### src/rtl/asm_loader.sv
// asm_loader: program loader for the nanoprocessor.
//
// Receives ASCII assembly text one character at a time, parses each line
// into a {opcode[3:0], operand[OPND_W-1:0]} instruction word and writes it
// to program memory at an auto-incrementing address. Malformed lines raise
// a one-cycle err_o pulse, are counted, and are dropped.
//
// Handshake: char_i is transferred on a rising clk edge where
// char_valid_i && char_ready_o. char_ready_o depends only on FSM state
// (low during the single EMIT cycle), never on char_valid_i. A character
// held valid while ready is low is taken, unchanged, on a later edge.
//
// Ports:
//   clk           system clock, rising edge
//   reset         synchronous, active-high reset
//   char_i        ASCII character
//   char_valid_i  char_i valid
//   char_ready_o  loader can accept a character
//   addr_clr_i    synchronous clear of the write address (wins over increment)
//   instr_o       {opcode, operand}; holds its value between strobes
//   instr_addr_o  current write address
//   instr_we_o    one-cycle write strobe (EMIT state)
//   err_o         one-cycle pulse on a syntax error
//   err_count_o   erroneous-line count, saturating at 255
module asm_loader #(
    parameter int OPND_W = 8,
    parameter int ADDR_W = 8
) (
    input  logic                clk,
    input  logic                reset,
    input  logic [7:0]          char_i,
    input  logic                char_valid_i,
    output logic                char_ready_o,
    input  logic                addr_clr_i,
    output logic [OPND_W+3:0]   instr_o,
    output logic [ADDR_W-1:0]   instr_addr_o,
    output logic                instr_we_o,
    output logic                err_o,
    output logic [7:0]          err_count_o
);

    typedef enum logic [2:0] {
        S_IDLE, S_MNEM, S_SEP, S_OPND, S_TAIL, S_SKIP, S_EMIT
    } state_t;

    state_t              state_q, state_d;
    logic [23:0]         mnem_q, mnem_d;     // up to three folded letters, newest in [7:0]
    logic [1:0]          mcnt_q, mcnt_d;     // letters collected
    logic [3:0]          opc_q, opc_d;       // opcode latched when the mnemonic ends on a space
    logic [7:0]          opnd_q, opnd_d;     // up to two hex digits
    logic [1:0]          dcnt_q, dcnt_d;     // digits collected
    logic [OPND_W+3:0]   instr_q, instr_d;
    logic [ADDR_W-1:0]   addr_q, addr_d;
    logic                err_q, err_d;
    logic [7:0]          errcnt_q, errcnt_d;

    // Character classification on the case-folded character.
    logic [7:0] ch;
    logic       is_letter, is_digit, is_hex, is_space, is_lf, is_cr, accept;
    logic [3:0] hex_val;

    always_comb begin
        ch = char_i;
        if (char_i >= 8'h61 && char_i <= 8'h7A) ch = char_i - 8'h20;
    end

    assign is_letter = (ch >= 8'h41) && (ch <= 8'h5A);
    assign is_digit  = (ch >= 8'h30) && (ch <= 8'h39);
    assign is_hex    = is_digit || ((ch >= 8'h41) && (ch <= 8'h46));
    assign hex_val   = is_digit ? ch[3:0] : ch[3:0] + 4'd9;   // 'A' = 0x41 -> 10
    assign is_space  = (ch == 8'h20);
    assign is_lf     = (ch == 8'h0A);
    assign is_cr     = (ch == 8'h0D);
    assign accept    = char_valid_i && char_ready_o;

    // Mnemonic lookup on the letters collected so far.
    logic       lut_valid;
    logic [3:0] lut_op;

    always_comb begin
        lut_valid = 1'b0;
        lut_op    = 4'h0;
        if (mcnt_q == 2'd2) begin
            lut_valid = (mnem_q[15:0] == "OR");
            lut_op    = 4'h3;
        end else if (mcnt_q == 2'd3) begin
            lut_valid = 1'b1;
            case (mnem_q)
                "NOP":   lut_op = 4'h0;
                "XOR":   lut_op = 4'h1;
                "AND":   lut_op = 4'h2;
                "ADD":   lut_op = 4'h4;
                "ADC":   lut_op = 4'h5;
                "SUB":   lut_op = 4'h6;
                "SBC":   lut_op = 4'h7;
                "ROL":   lut_op = 4'h8;
                "ROR":   lut_op = 4'h9;
                "LDA":   lut_op = 4'hA;
                "STA":   lut_op = 4'hB;
                "OUT":   lut_op = 4'hC;
                "JMP":   lut_op = 4'hD;
                "JNC":   lut_op = 4'hE;
                "JNZ":   lut_op = 4'hF;
                default: lut_valid = 1'b0;
            endcase
        end
    end

    // Next-state logic. The instruction word is assembled on the LF edge so
    // instr_o is already valid during the EMIT cycle.
    always_comb begin
        state_d = state_q;
        mnem_d  = mnem_q;
        mcnt_d  = mcnt_q;
        opc_d   = opc_q;
        opnd_d  = opnd_q;
        dcnt_d  = dcnt_q;
        instr_d = instr_q;
        err_d   = 1'b0;

        if (state_q == S_EMIT) begin
            state_d = S_IDLE;
        end else if (accept && !is_cr) begin
            case (state_q)
                S_IDLE: begin
                    if (is_letter) begin
                        state_d = S_MNEM;
                        mnem_d  = {16'h0000, ch};
                        mcnt_d  = 2'd1;
                        opnd_d  = 8'h00;
                        dcnt_d  = 2'd0;
                    end else if (!is_space && !is_lf) begin
                        state_d = S_SKIP;
                        err_d   = 1'b1;
                    end
                end
                S_MNEM: begin
                    if (is_letter) begin
                        if (mcnt_q == 2'd3) begin
                            state_d = S_SKIP;
                            err_d   = 1'b1;
                        end else begin
                            mnem_d = {mnem_q[15:0], ch};
                            mcnt_d = mcnt_q + 2'd1;
                        end
                    end else if (is_space || is_lf) begin
                        if (!lut_valid) begin
                            err_d   = 1'b1;
                            state_d = is_lf ? S_IDLE : S_SKIP;
                        end else if (is_space) begin
                            opc_d   = lut_op;
                            state_d = S_SEP;
                        end else begin
                            instr_d = {lut_op, {OPND_W{1'b0}}};
                            state_d = S_EMIT;
                        end
                    end else begin
                        state_d = S_SKIP;
                        err_d   = 1'b1;
                    end
                end
                S_SEP: begin
                    if (is_hex) begin
                        opnd_d  = {4'h0, hex_val};
                        dcnt_d  = 2'd1;
                        state_d = S_OPND;
                    end else if (is_lf) begin
                        instr_d = {opc_q, OPND_W'(opnd_q)};
                        state_d = S_EMIT;
                    end else if (!is_space) begin
                        state_d = S_SKIP;
                        err_d   = 1'b1;
                    end
                end
                S_OPND: begin
                    if (is_hex) begin
                        if (dcnt_q == 2'd2) begin
                            state_d = S_SKIP;
                            err_d   = 1'b1;
                        end else begin
                            opnd_d = {opnd_q[3:0], hex_val};
                            dcnt_d = 2'd2;
                        end
                    end else if (is_space) begin
                        state_d = S_TAIL;
                    end else if (is_lf) begin
                        instr_d = {opc_q, OPND_W'(opnd_q)};
                        state_d = S_EMIT;
                    end else begin
                        state_d = S_SKIP;
                        err_d   = 1'b1;
                    end
                end
                S_TAIL: begin
                    if (is_lf) begin
                        instr_d = {opc_q, OPND_W'(opnd_q)};
                        state_d = S_EMIT;
                    end else if (!is_space) begin
                        state_d = S_SKIP;
                        err_d   = 1'b1;
                    end
                end
                S_SKIP: begin
                    if (is_lf) state_d = S_IDLE;
                end
                default: state_d = S_IDLE;
            endcase
        end
    end

    // Clear wins over the post-EMIT increment; the strobe itself already
    // used the old address.
    always_comb begin
        addr_d = addr_q;
        if (addr_clr_i)            addr_d = '0;
        else if (state_q == S_EMIT) addr_d = addr_q + ADDR_W'(1);
    end

    assign errcnt_d = (err_d && errcnt_q != 8'hFF) ? errcnt_q + 8'd1 : errcnt_q;

    always_ff @(posedge clk) begin
        if (reset) begin
            state_q  <= S_IDLE;
            mnem_q   <= '0;
            mcnt_q   <= '0;
            opc_q    <= '0;
            opnd_q   <= '0;
            dcnt_q   <= '0;
            instr_q  <= '0;
            addr_q   <= '0;
            err_q    <= 1'b0;
            errcnt_q <= '0;
        end else begin
            state_q  <= state_d;
            mnem_q   <= mnem_d;
            mcnt_q   <= mcnt_d;
            opc_q    <= opc_d;
            opnd_q   <= opnd_d;
            dcnt_q   <= dcnt_d;
            instr_q  <= instr_d;
            addr_q   <= addr_d;
            err_q    <= err_d;
            errcnt_q <= errcnt_d;
        end
    end

    assign char_ready_o = (state_q != S_EMIT);
    assign instr_we_o   = (state_q == S_EMIT);
    assign instr_o      = instr_q;
    assign instr_addr_o = addr_q;
    assign err_o        = err_q;
    assign err_count_o  = errcnt_q;

endmodule

### config.mk
export PLATFORM = sky130hd
export DESIGN_NAME = asm_loader
export DESIGN_NICKNAME = d
export VERILOG_FILES = /design/src/rtl/asm_loader.sv
export SDC_FILE = /design/constraint.sdc
export NUM_CORES = 1
export LEC_CHECK = 0
export BUFFER_PORTS_ARGS = -buffer_cell sky130_fd_sc_hd__clkbuf_2
export CAP_MARGIN = 15
export CORE_UTILIZATION = 62
export CTS_BUF_LIST = sky130_fd_sc_hd__clkbuf_4
export DETAILED_ROUTE_END_ITERATION = 10
export GPL_ROUTABILITY_DRIVEN = 0
export PLACE_DENSITY = 0.83
export SYNTH_ARGS = -nofsm -noshare
export SYNTH_HDL_FRONTEND = slang
export SYNTH_SLANG_ARGS = --single-unit
### constraint.sdc
create_clock -name clk -period 3.8 [get_ports clk]
set_input_delay 0.76 -clock clk [delete_from_list [all_inputs] [get_ports clk]]
set_output_delay 0.76 -clock clk [all_outputs]
set_load 0.005 [all_outputs]
==> flow_summary.toml, run 1 <==
[timing]
rsz0062_at_grt = "false"
tns_ns = 0
slew-limit-headroom_pct = 46.1
finalSetupViolCount = 0
worst_slew_pin_slew_ns = 0.809
highest_attainable_clock_frequency_mhz = 300
final_max_slew_viol_count = 0
finalWorstPathRequiredPeriod_ns = 3.34
skew_ns = 0.0144
fraction_of_the_cycle_the_final_worst_path_needs_pct = 87.8
final_hold_viol_count = 0
holdWs_ns = 0.464
worst_slack_ns = 0.463

[drt]
first_pass_iteration_count_of_the_detailed_router = 5
ant_nets = 0
number_of_design_rule_violations_left_by_the_first_detailed_router_iteration = 441
avgRoutedWirePerCell_um = 16.1
drt-total-wl_mm = 10.8
drt-vias-per-instance = 6.43
post-route-drc-count = 0
dr_total_vias = 4300

[floorplan]
placeableCoreArea_um2 = 6830
fp.dieArea_um2 = 7480
fp.dieW_um = 86.5
boundary_pins = 43
initial_core_util_pct = 64.8
fp.dieH_um = 86.5
core.rowCount = 30

[yosys]
ys_async_sr_fraction_pct = 0
edff_count_synth = 0
largest_area_contributor_in_the_netlist = "sky130_fd_sc_hd__dfxtp_1"
post_synth_mux_area_share_pct = 2.55
synth_top_family_by_area = "simple AND/OR/NAND/NOR gates"
postSynthAreaPerCell_um2 = 8.19
synth_compound_area_share_pct = 19.2
synth.most_common_cell = "sky130_fd_sc_hd__dfxtp_1"
synth_xor_area_share_pct = 2.38
ys_warn_count = 0
synth.lib_cells_used.distinct = 77
synth_top_cells_by_area = "sky130_fd_sc_hd__dfxtp_1 33%, sky130_fd_sc_hd__nor2_1 5.9%, sky130_fd_sc_hd__nand2_1 4.2%"
synth_cells = 540
synth_simple_gate_area_share_pct = 35.9
synth_adder_area_share_pct = 3.05
postSynthRegisterBits = 72
synth_top_area_share_pct = 32.6
synthesized_net_count = 562
synthFlopType = "sky130_fd_sc_hd__dfxtp_1"
netlist_area_um2 = 4420
ys_seq_area_share_pct = 32.6
yosys-top-cells-count = "72 x sky130_fd_sc_hd__dfxtp_1, 70 x sky130_fd_sc_hd__nor2_1, 50 x sky130_fd_sc_hd__nand2_1"

[setup_path]
cell_count_of_the_worst_reg_to_reg_path = 10
timing.setup.critical_path_class = "in2reg"
timing.critical_path.from_type = "input pin"
r2r_slack_ns = 0.78
worst_ep_required_time_ns = 4.08
cp_slowest_cell = "sky130_fd_sc_hd__a2111oi_0"
crit_fanout = 22
r2r_path_end = "instr_o[9]"
timing.critical_path.arrival_ns = 3.62
timing.critical_path.cells = "clkbuf_2, inv_1, ha_1, nor4bb_1, nand2_1, o21ai_1, a31oi_2, a2111oi_0, o21ai_0, a21oi_2, buf_12, mux2i_1, nor2_1"
worstReg2RegStart = "mnem_q[13]"
worst_path_largest_cell_delay_ns = 0.47
end_kind = "flip-flop"

[final_layout]
area.growth.synth_to_final_pct = 9.02
finalNonFillerCells = 669
drive_above_1_share_pct = 19.7
number_of_nets_in_the_layout = 590
antenna_cells = 0

[power]
irDropWorstVdd_v = 0.000217
power_density_over_the_cells_nw_per_um2 = 318
static-leakage-power_nw = 1.71

[grt]
grtUsageTotal_pct = 29.5
met1_usage_pct = 41.9
use_met3_pct = 4.95
number_of_antenna_violations_at_the_first_check_in_global_routing = 0
grt_most_used_layer = "met2"
grt_start_max_net_pins = 36
grt_pass1_vias = 3780
grt_first_pass_wirelength_mm = 17.8
grt.met2_usage_pct = 45.3
total_congestion_overflow_after_global_routing = 0

[place]
dp.final_hpwl_mm = 7.73
io_buffers = 42
place_inst = 653
post-place-ws_ns = 0.158

[clock_network]
clk-insertion-delay-late_ns = 0.41
cts_resized = 0
cts_root_buffer = "sky130_fd_sc_hd__clkbuf_4"
cts.sink_count = 72
clkTransAtPathRegs_ns = 0.11
tritoncts = "done"
clock_tree.buffer_depth = 2
post-cts-setup-buffers = 0
cts.htree.levels = 3
holdBufCountCts = 0
cts_made_buffers = 9

[run]
maxCapViolCount = 0

[min_path]
worstHoldPathType = "reg2reg"
min_from = "opc_q[2]"
timing.hold.worst_endpoint = "opc_q[2]"
timing.hold.worst_path_depth = 2

[outcome]
status = "completed"
flip-flops by register name, indices dropped and copies added (netlist names):
signal	count
mnem_q	24
instr_o	12
err_count_o	8
instr_addr_o	8
opnd_q	8
opc_q	4
state_q	3
dcnt_q	2
mcnt_q	2
err_o	1
cell usage in the layout (no fill, tap or decap), types with 4 or more instances in the layout:
cell type,synthesis,final
sky130_fd_sc_hd__a2111oi_0,4,4
sky130_fd_sc_hd__and3b_1,4,4
sky130_fd_sc_hd__buf_4,0,8
sky130_fd_sc_hd__o21ai_0,14,14
sky130_fd_sc_hd__nand2_1,50,50
sky130_fd_sc_hd__nor2b_1,6,6
sky130_fd_sc_hd__clkbuf_4,0,10
sky130_fd_sc_hd__nor2_1,70,70
sky130_fd_sc_hd__a21oi_1,31,31
sky130_fd_sc_hd__ha_1,10,10
sky130_fd_sc_hd__xor2_1,7,7
sky130_fd_sc_hd__nor4bb_1,5,5
sky130_fd_sc_hd__a21oi_2,9,9
sky130_fd_sc_hd__nand4_1,14,14
sky130_fd_sc_hd__nand3_2,8,8
sky130_fd_sc_hd__clkbuf_2,1,42
sky130_fd_sc_hd__inv_1,9,9
sky130_fd_sc_hd__nor3_1,9,9
sky130_fd_sc_hd__nand2b_1,13,13
sky130_fd_sc_hd__nor4_1,10,10
sky130_fd_sc_hd__a22oi_1,16,16
sky130_fd_sc_hd__nor4b_1,4,4
sky130_fd_sc_hd__nor4b_4,4,4
sky130_fd_sc_hd__dfxtp_1,72,72
sky130_fd_sc_hd__and3_1,6,6
sky130_fd_sc_hd__nand3_1,26,26
sky130_fd_sc_hd__or3_1,11,11
sky130_fd_sc_hd__mux2i_1,9,9
sky130_fd_sc_hd__o31ai_1,5,5
sky130_fd_sc_hd__o21ai_1,5,5
sky130_fd_sc_hd__nor3b_1,5,5
sky130_fd_sc_hd__xnor2_1,5,5
worst max-delay path by stage:
| stage | from | end | slack, ns | cells after the start |
|---|---|---|---|---|
| final | char_i[5] | instr_o[9] | 0.46 | 13 |
| after global routing | char_i[5] | instr_o[8] | 0.27 | 13 |
| after CTS | char_i[5] | instr_o[8] | 0.58 | 13 |
| after detailed placement | char_i[5] | instr_o[8] | 0.16 | 13 |
| after global placement | char_i[5] | err_count_o[4] | 0.31 | 12 |
| after floorplan | char_i[5] | mnem_q[10] | 0.35 | 13 |
layout make-up:
type	instances	area [um^2]
inverter	10	37.5
clock inverter	6	68.8
fill	571	2010
clock buffer	10	75.1
timing repair buffer	51	290
multi-input combinational	424	2790
sequential	72	1440
tap	96	120
layer usage:
metal	share of wire, %	vias to the layer above
li1	-	2045
met1	44	1996
met2	46	230
met3	8.0	29
met4	1.8	0
met5	0	-
power by group:
group | switching [mW] | internal [mW]
Sequential | 0.0290 | 0.773
Clock | 0.277 | 0.211
Combinational | 0.158 | 0.0853
cell families after synthesis:
group,Yosys count
mux,11
fa+ha+maj,11
xor+xnor,12
simple gates,273
compound gates,117
buf+inv,44
flops,72
worst max-delay path, delay by kind of cell:
| kind | cells | cell delay (ns) |
|---|---|---|
| buffers and inverters | 3 | 0.48 |
| AO/OA/AOI/OAI | 5 | 1.28 |
| AND/OR/NAND/NOR | 3 | 0.54 |
| multiplexers | 1 | 0.20 |
| adder cells (fa/ha/maj) | 1 | 0.35 |
stage by stage:
step / utilization [%] / area, um^2 / power, mW
detailed placement: 68.5 / 4680 / 1.06
CTS: 70.6 / 4820 / 1.54
global route: 70.6 / 4820 / 1.60
floorplan: - / 4420 / 0.989
finish: 70.6 / 4820 / 1.53
global placement: 68.5 / 4680 / 1.05
Power figures use the tool's default switching activity.
==> run 2: changes to the inputs <==
--- a/config.mk
+++ b/config.mk
@@ -7,11 +7,13 @@
 export LEC_CHECK = 0
 export BUFFER_PORTS_ARGS = -buffer_cell sky130_fd_sc_hd__clkbuf_2
 export CAP_MARGIN = 15
+export CORE_MARGIN = 4
 export CORE_UTILIZATION = 62
 export CTS_BUF_LIST = sky130_fd_sc_hd__clkbuf_4
 export DETAILED_ROUTE_END_ITERATION = 10
 export GPL_ROUTABILITY_DRIVEN = 0
 export PLACE_DENSITY = 0.83
+export SETUP_SLACK_MARGIN = 0.3
 export SYNTH_ARGS = -nofsm -noshare
 export SYNTH_HDL_FRONTEND = slang
 export SYNTH_SLANG_ARGS = --single-unit
==> run 2 against run 1 <==
Compared with the run above: worst setup slack better by 0.087 ns; global-route usage is 3.8 points lower; clock skew is 0.0051 ns higher; clock power is 26% higher; sequential cell count stayed put; via count is 0.53% higher; critical endpoint is now err_count_o[1]; final area is 1.0% higher; combinational power hardly changed; maximum frequency is 2.7% higher; largest power group unchanged; routed wire length is 0.44% higher; die area is 14% higher.
==> flow_summary.toml, run 2 (same netlist as run 1, synthesis figures left out) <==
[timing]
worst_slack_ns = 0.549
highest_attainable_clock_frequency_mhz = 308
slew-limit-headroom_pct = 31.7
final_max_slew_viol_count = 0
finalWorstPathRequiredPeriod_ns = 3.25
rsz0062_at_grt = "false"
skew_ns = 0.0195
tns_ns = 0
final_hold_viol_count = 0
fraction_of_the_cycle_the_final_worst_path_needs_pct = 85.5
finalSetupViolCount = 0
worst_slew_pin_slew_ns = 1.02

[floorplan]
fp.dieW_um = 92.5
initial_core_util_pct = 64.4
boundary_pins = 43
fp.dieH_um = 92.5
fp.dieArea_um2 = 8550
core.rowCount = 30
placeableCoreArea_um2 = 6870

[power]
power_frac_seq_pct = 48.3
p_int_mw = 1.19
irDropWorstVdd_v = 0.000228
power_switching_share_pct = 28.2
power_switching_mw = 0.468
power_share_of_the_clock_group_pct = 37.1
static-leakage-power_nw = 1.73
power_density_over_the_cells_nw_per_um2 = 341
share_comb_of_total_power_pct = 14.6

[clock_network]
cts.htree.levels = 3
cts.sink_count = 72
cts_root_buffer = "sky130_fd_sc_hd__clkbuf_4"
clk-insertion-delay-late_ns = 0.43
tritoncts = "done"
holdBufCountCts = 0
post-cts-setup-buffers = 0
cts_made_buffers = 9
clkTransAtPathRegs_ns = 0.12
clock_tree.buffer_depth = 2

[drt]
post-route-drc-count = 0
dr_total_vias = 4323
drt-vias-per-instance = 6.45
avgRoutedWirePerCell_um = 16.2
ant_nets = 0
drt-total-wl_mm = 10.8
number_of_design_rule_violations_left_by_the_first_detailed_router_iteration = 426
first_pass_iteration_count_of_the_detailed_router = 6

[final_layout]
layout.core_utilization_pct = 70.9
fillerInstances = 555
layout_common_cells = "72 x sky130_fd_sc_hd__dfxtp_1, 70 x sky130_fd_sc_hd__nor2_1, 50 x sky130_fd_sc_hd__nand2_1"
number_of_nets_in_the_layout = 591
drive_above_1_share_pct = 19.7
area.growth.synth_to_final_pct = 10.2
finalNonFillerCells = 670
most_frequent_standard_cell_in_the_layout_excluding_fill_and_tap_cells = "sky130_fd_sc_hd__dfxtp_1"
registers.top_by_ff_count = "mnem_q"
largest_register_ff_count = 24

[setup_path]
worst_setup_path_startpoint = "char_i[5]"
worstReg2RegStart = "mnem_q[13]"
worst_ep_required_time_ns = 4.09
crit_fanout = 12
end_kind = "flip-flop"
timing.critical_path.from_type = "input pin"
timing.critical_path.arrival_ns = 3.54
timing.setup.critical_path_class = "in2reg"

[grt]
number_of_antenna_violations_at_the_first_check_in_global_routing = 1
grtUsageTotal_pct = 25.7
grt_start_max_net_pins = 52
grt_pass1_vias = 3902
total_congestion_overflow_after_global_routing = 0
grt_first_pass_wirelength_mm = 18.1

[place]
post-place-ws_ns = 0.138
place_inst = 654
io_buffers = 42
dp.final_hpwl_mm = 7.53

[min_path]
min_from = "opc_q[2]"
worstHoldPathType = "reg2reg"

[run]
maxCapViolCount = 0

[outcome]
status = "completed"
run 2: cell type report:
class	instances	area (um^2)	share of cell area [%]
clock inverter	6	115	2.36
antenna	1	2.50	0.0513
sequential	72	1440	29.6
clock buffer	9	67.6	1.39
inverter	10	37.5	0.770
timing repair buffer	52	298	6.11
multi-input combinational	424	2790	57.3
tap	96	120	2.46
run 2: worst paths after layout:
check / cells after the start / slack, ns / to
worst min-delay path: 2 / 0.47 / opc_q[2]
worst max register to register: 10 / 0.76 / instr_o[9]
worst max-delay path: 12 / 0.55 / err_count_o[1]
worst min register to register: 2 / 0.47 / opc_q[2]
run 2: power by group through the flow:
| stage | registers, mW | clock network [mW] | logic [mW] |
|---|---|---|---|
| 2_1_floorplan | 0.802 | 0 | 0.187 |
| 4_1_cts | 0.800 | 0.627 | 0.238 |
| 3_3_place_gp | 0.817 | 0 | 0.230 |
| 6_report | 0.801 | 0.616 | 0.242 |
| 3_5_place_dp | 0.817 | 0 | 0.237 |
| 5_1_grt | 0.806 | 0.659 | 0.265 |
run 2: repair_timing:
item | in CTS | in global routing
hold endpoints to repair | 0 | 0
setup endpoints to repair | 0 | 2
gates resized for setup | 0 | 1
run 2: routing by layer:
layer  track usage, %  vias up  routed length (um)  share of wire (%)
li1                 -     2048                   -                  -
met3             6.01       33                 893                8.2
met2             39.6      227                4950                 46
met1             34.6     2015                4750                 44
met4             10.6        0                 241                2.2
met5                0        -                   0                  0
run 2: through the flow:
| stage | area [um^2] | power (mW) | hold slack, ns |
|---|---|---|---|
| after floorplan | 4420 | 0.989 | 0.432 |
| after global placement | 4690 | 1.05 | 0.439 |
| after detailed placement | 4690 | 1.05 | 0.455 |
| after CTS | 4870 | 1.67 | 0.470 |
| after global routing | 4870 | 1.73 | 0.493 |
| final | 4870 | 1.66 | 0.468 |
run 2: worst max-delay path, cell delays in order:
cell and delay, ns:
sky130_fd_sc_hd__clkbuf_2 0.21, sky130_fd_sc_hd__inv_1 0.07, sky130_fd_sc_hd__ha_1 0.33, sky130_fd_sc_hd__and3b_1 0.20, sky130_fd_sc_hd__a211oi_1 0.19, sky130_fd_sc_hd__o21ai_1 0.12
sky130_fd_sc_hd__a41o_1 0.31, sky130_fd_sc_hd__o31ai_1 0.41, sky130_fd_sc_hd__a41oi_1 0.32, sky130_fd_sc_hd__o21ai_4 0.34, sky130_fd_sc_hd__mux2i_1 0.22, sky130_fd_sc_hd__nor2_1 0.05
